## src/rtl/stopwatch_core_pkg.sv

```systemverilog
// Shared definitions for the stopwatch core: mode encodings and BCD digit width.
package stopwatch_core_pkg;

    localparam int unsigned DIGIT_W = 4;

    typedef enum logic [1:0] {
        MODE_RUN     = 2'b00,
        MODE_ADJ_MIN = 2'b01,
        MODE_ADJ_SEC = 2'b10,
        MODE_PAUSED  = 2'b11
    } mode_e;

endpackage

```

## src/rtl/stopwatch_core_bcd_mod60.sv

```systemverilog
// Two-digit BCD counter that wraps to 00 after reaching MAX; carry_out flags the wrapping increment.
module bcd_mod60
    import stopwatch_core_pkg::*;
#(
    parameter int unsigned MAX = 59
) (
    input  logic               clk,
    input  logic               res,
    input  logic               inc,
    output logic [DIGIT_W-1:0] tens,
    output logic [DIGIT_W-1:0] units,
    output logic               carry_out
);

    localparam logic [DIGIT_W-1:0] MAX_T = DIGIT_W'(MAX / 10);
    localparam logic [DIGIT_W-1:0] MAX_U = DIGIT_W'(MAX % 10);

    logic [DIGIT_W-1:0] tens_q, tens_d;
    logic [DIGIT_W-1:0] units_q, units_d;
    logic               at_max;

    assign at_max    = (tens_q == MAX_T) && (units_q == MAX_U);
    assign carry_out = inc && at_max;
    assign tens      = tens_q;
    assign units     = units_q;

    always_comb begin
        tens_d  = tens_q;
        units_d = units_q;
        if (res) begin
            tens_d  = '0;
            units_d = '0;
        end else if (inc) begin
            if (at_max) begin
                tens_d  = '0;
                units_d = '0;
            end else if (units_q == DIGIT_W'(9)) begin
                units_d = '0;
                tens_d  = tens_q + DIGIT_W'(1);
            end else begin
                units_d = units_q + DIGIT_W'(1);
            end
        end
    end

    always_ff @(posedge clk) begin
        tens_q  <= tens_d;
        units_q <= units_d;
    end

endmodule

```

## src/rtl/stopwatch_core.sv

```systemverilog
// Stopwatch core: mode control with pause toggle, driving minute and second BCD counters.
module stopwatch_core
    import stopwatch_core_pkg::*;
#(
    parameter int unsigned MIN_MAX = 59,
    parameter int unsigned SEC_MAX = 59
) (
    input  logic               clk,
    input  logic               res,
    input  logic               one_tick,
    input  logic               two_tick,
    input  logic               sel,
    input  logic               adj,
    input  logic               pause_btn,
    output logic [1:0]         mode,
    output logic [DIGIT_W-1:0] min1,
    output logic [DIGIT_W-1:0] min0,
    output logic [DIGIT_W-1:0] sec1,
    output logic [DIGIT_W-1:0] sec0
);

    mode_e mode_q, mode_d;
    logic  pause_q, pause_d;
    logic  paused_q, paused_d;
    logic  sec_inc, min_inc, sec_carry, min_carry;

    // Mode uses the updated paused flag so a pause edge shows in mode one cycle later.
    always_comb begin
        pause_d  = pause_btn;
        paused_d = paused_q ^ (pause_btn & ~pause_q);
        if (adj) begin
            mode_d = sel ? MODE_ADJ_SEC : MODE_ADJ_MIN;
        end else if (paused_d) begin
            mode_d = MODE_PAUSED;
        end else begin
            mode_d = MODE_RUN;
        end
        if (res) begin
            pause_d  = 1'b0;
            paused_d = 1'b0;
            mode_d   = MODE_RUN;
        end
    end

    always_ff @(posedge clk) begin
        pause_q  <= pause_d;
        paused_q <= paused_d;
        mode_q   <= mode_d;
    end

    always_comb begin
        sec_inc = 1'b0;
        min_inc = 1'b0;
        unique case (mode_q)
            MODE_RUN: begin
                sec_inc = one_tick;
                min_inc = sec_carry;
            end
            MODE_ADJ_MIN: min_inc = two_tick;
            MODE_ADJ_SEC: sec_inc = two_tick;
            MODE_PAUSED:  ;
        endcase
    end

    assign mode = mode_q;

    bcd_mod60 #(.MAX(SEC_MAX)) u_sec (
        .clk       (clk),
        .res       (res),
        .inc       (sec_inc),
        .tens      (sec1),
        .units     (sec0),
        .carry_out (sec_carry)
    );

    bcd_mod60 #(.MAX(MIN_MAX)) u_min (
        .clk       (clk),
        .res       (res),
        .inc       (min_inc),
        .tens      (min1),
        .units     (min0),
        .carry_out (min_carry)
    );

endmodule
```

## config.mk

```make
export PLATFORM = sky130hd
export DESIGN_NAME = stopwatch_core
export DESIGN_NICKNAME = d
export VERILOG_FILES = /design/src/rtl/stopwatch_core_pkg.sv /design/src/rtl/stopwatch_core_bcd_mod60.sv /design/src/rtl/stopwatch_core.sv
export SDC_FILE = /design/constraint.sdc
export NUM_CORES = 1
export LEC_CHECK = 0
export ABC_AREA = 1
export ABC_CLOCK_PERIOD_IN_PS = 1900
export CAP_MARGIN = 20
export CORE_MARGIN = 1
export CORE_UTILIZATION = 49
export DETAILED_ROUTE_END_ITERATION = 8
export PLACE_DENSITY = 0.78
export SYNTH_ARGS = -nofsm -noshare
export SYNTH_HDL_FRONTEND = slang
export SYNTH_SLANG_ARGS = --single-unit
```

## constraint.sdc

```tcl
create_clock -name clk -period 1.9 [get_ports clk]
set_clock_uncertainty 0.1 [all_clocks]
set_input_delay 0.285 -clock clk [delete_from_list [all_inputs] [get_ports clk]]
set_output_delay 0.285 -clock clk [all_outputs]
set_load 0.02 [all_outputs]
```

==> results.py <==
metrics = {
    "global_route": {
        "first_global_vias": 914,
        "antenna_found_initial": 0,
        "grt_max_degree": 11,
        "gr-total-overflow": 0,
        "grt_pass1_wl_mm": 3.64,
        "grt_usage": 0.194,
    },
    "critical_path": {
        "critPathBufInv": 1,
        "slowest_stage": "clkdlybuf4s50_1",
        "crit_path_end_kind": "output port",
        "path_cells": "clkdlybuf4s50_1",
        "max_stage_delay_ns": 0.65,
        "crit_family": "buffers and inverters",
        "crit_type": "reg -> out",
        "arrival_ns": 1.40,
        "cp_max_fo": 7,
        "cp.required_ns": 1.51,
        "start_kind": "flop",
    },
    "clock_tree": {
        "cts_buffer_depth": 2,
        "cts_resized": 0,
        "post_cts.repair.setup_buffers": 0,
        "cts_made_buffers": 3,
        "cts_tree": "built",
        "cts_sinks": 20,
        "path_clk_slew_ns": 0.10,
        "insertion_delay_ns": 0.29,
        "cts_max_level": 1,
        "ctsHoldBuffers": 0,
        "cts_root_buffer": "clkbuf_4",
    },
    "sta": {
        "period_needed_ns": 1.79,
        "setup_ws_ns": 0.113,
        "holdWs_ns": 0.403,
        "max_freq_ghz": 0.560,
        "worstMarginPinSlew_ns": 0.259,
        "slew_headroom": 0.826,
        "setup_viol": 0,
        "period_share": 0.941,
        "hold_violations": 0,
        "rsz0062_at_grt": "no",
        "report.final.slew_viol_count": 0,
        "fin_tns_setup_ns": 0,
    },
    "power_and_ir_drop": {
        "p_sw_frac": 0.261,
        "p_sw_mw": 0.200,
        "vdd_ir_drop_max_uv": 654,
        "p_clk_frac": 0.243,
        "power.internal_mw": 0.567,
        "power.density_nw_per_um2": 552,
        "seq_power_share": 0.586,
        "combPwrFrac": 0.171,
        "power.leakage_nw": 0.614,
        "total_power_mw": 0.767,
    },
    "floorplanning": {
        "die-height_um": 49.3,
        "boundaryPins": 25,
        "core_um2": 2040,
        "rows": 16,
        "initial_utilization": 0.537,
        "die_x_um": 49.3,
        "dieArea_um2": 2430,
    },
    "finish": {
        "antenna_cells": 0,
        "layout_common_cells": "inv_1, clkdlybuf4s50_1, nand2_1, dfxtp_1, nor2_1",
        "fin_util": 0.681,
        "drive_gt1_frac": 0.104,
        "layout.cells.non_filler": 200,
        "stdcell_area_um2": 1390,
        "area_delta_synth_final_pct": 26.7,
        "finalNetCount": 190,
    },
    "routing": {
        "drt-total-wl_mm": 2.16,
        "post_drt_wl_per_cell_um": 10.8,
        "vias": 961,
        "viasPerCell": 4.81,
        "dr.pass1.iters": 4,
        "drt_iter0_markers": 14,
        "drtAntennaViolNets": 0,
        "drcViolationCount": 0,
    },
    "logic_synthesis": {
        "yosysWarnings": 0,
        "synth_fp_nets": 161,
        "yosysTopAreaCell": "dfxtp_1",
        "syn_area_um2": 1100,
        "synth.distinct_cells": 25,
        "ys_seq_elements": 20,
        "synthCells": 146,
        "yosysTopAreaCellShare": 0.365,
        "synthTopCellsByArea": "dfxtp_1, ha_1, inv_1, nand2_1, nand3_1",
        "synth-seq-area-share": 0.365,
        "syn_avg_cell_area_um2": 7.52,
    },
    "place": {
        "gp_congestion": 0.836,
        "portBuffers": 24,
        "hpwl_mm": 1.78,
        "placed_cell_area_um2": 1370,
        "dp_slack_ns": 0.134,
        "place_inst": 197,
    },
    "flow_run": {
        "maxCapViolations": 0,
    },
    "min_path": {
        "holdCritPathClass": "reg -> reg",
    },
    "outcome": {
        "outcome": "finished, final reports clean",
    },
}
[cells in the mapped netlist]
library cell and instances:
nand3_1 14, and3_1 1, inv_1 24, nand3_2 2, a211oi_1 2, o211ai_1 1
o21ai_0 1, nor2_4 1, buf_6 1, nor2_2 1, nor3_1 7, xor2_1 3
ha_1 8, nand2_1 20, inv_2 1, xnor2_1 1, nand4_1 1, nand2_2 4
nor3b_2 1, nand2_4 3, a21oi_1 11, nor2_1 16, buf_4 1, o21ai_1 1
dfxtp_1 20
[registers in the layout, summed over array words and instances, names as in the netlist]
signal       cells
pause_q          1
u_sec.units      4
paused_q         1
u_min.units      4
u_sec.tens       4
mode             2
u_min.tens       4
[path summary, 6_finish.rpt]
kind | startpoint | endpoint | slack (ns) | cells after the start
setup / recovery | u_min.tens[0] | min1[0] | 0.11 | 1
hold / removal | u_min.tens[3] | u_min.tens[3] | 0.40 | 2
setup reg to reg | u_sec.units[0] | u_min.units[0] | 0.32 | 8
hold reg to reg | u_min.tens[3] | u_min.tens[3] | 0.40 | 2
[logic make-up after synthesis]
logic type,synth area share
compound gates,0.0798
xor+xnor,0.0319
fa+ha+maj,0.0912
buf+inv,0.103
flops,0.365
simple gates,0.330
[per-layer routing]
layer | part of all wire | routed length, µm | global-route usage
met1 | 0.43 | 938 | 0.207
met2 | 0.53 | 1150 | 0.370
met3 | 0.029 | 62 | 0.0592
met4 | 0.0069 | 15 | 0.0392
met5 | 0 | 0 | 0
[layout make-up]
| cell class | instances | area (µm²) |
|---|---|---|
| inverters | 25 | 93.8 |
| flip-flops and latches | 20 | 400 |
| clock buffers | 3 | 22.5 |
| multi-input cells | 99 | 584 |
| repair buffers | 26 | 255 |
| well taps | 27 | 33.8 |
| fillers | 199 | 652 |
[worst min-delay path: cells and delay by family, from the launching register on]
| kind | cells | cell delay [ns] |
|---|---|---|
| AO/OA/AOI/OAI | 1 | 0.05 |
| AND/OR/NAND/NOR | 1 | 0.07 |
| flip-flops | 1 | 0.34 |
[power groups by stage]
stage	registers [mW]	clock network, mW	logic, mW
2_1_floorplan	0.472	0	0.0683
3_3_place_gp	0.459	0	0.128
3_5_place_dp	0.460	0	0.132
4_1_cts	0.450	0.195	0.133
5_1_grt	0.454	0.212	0.145
6_report	0.450	0.186	0.131
(Power assumes the default switching activity.)
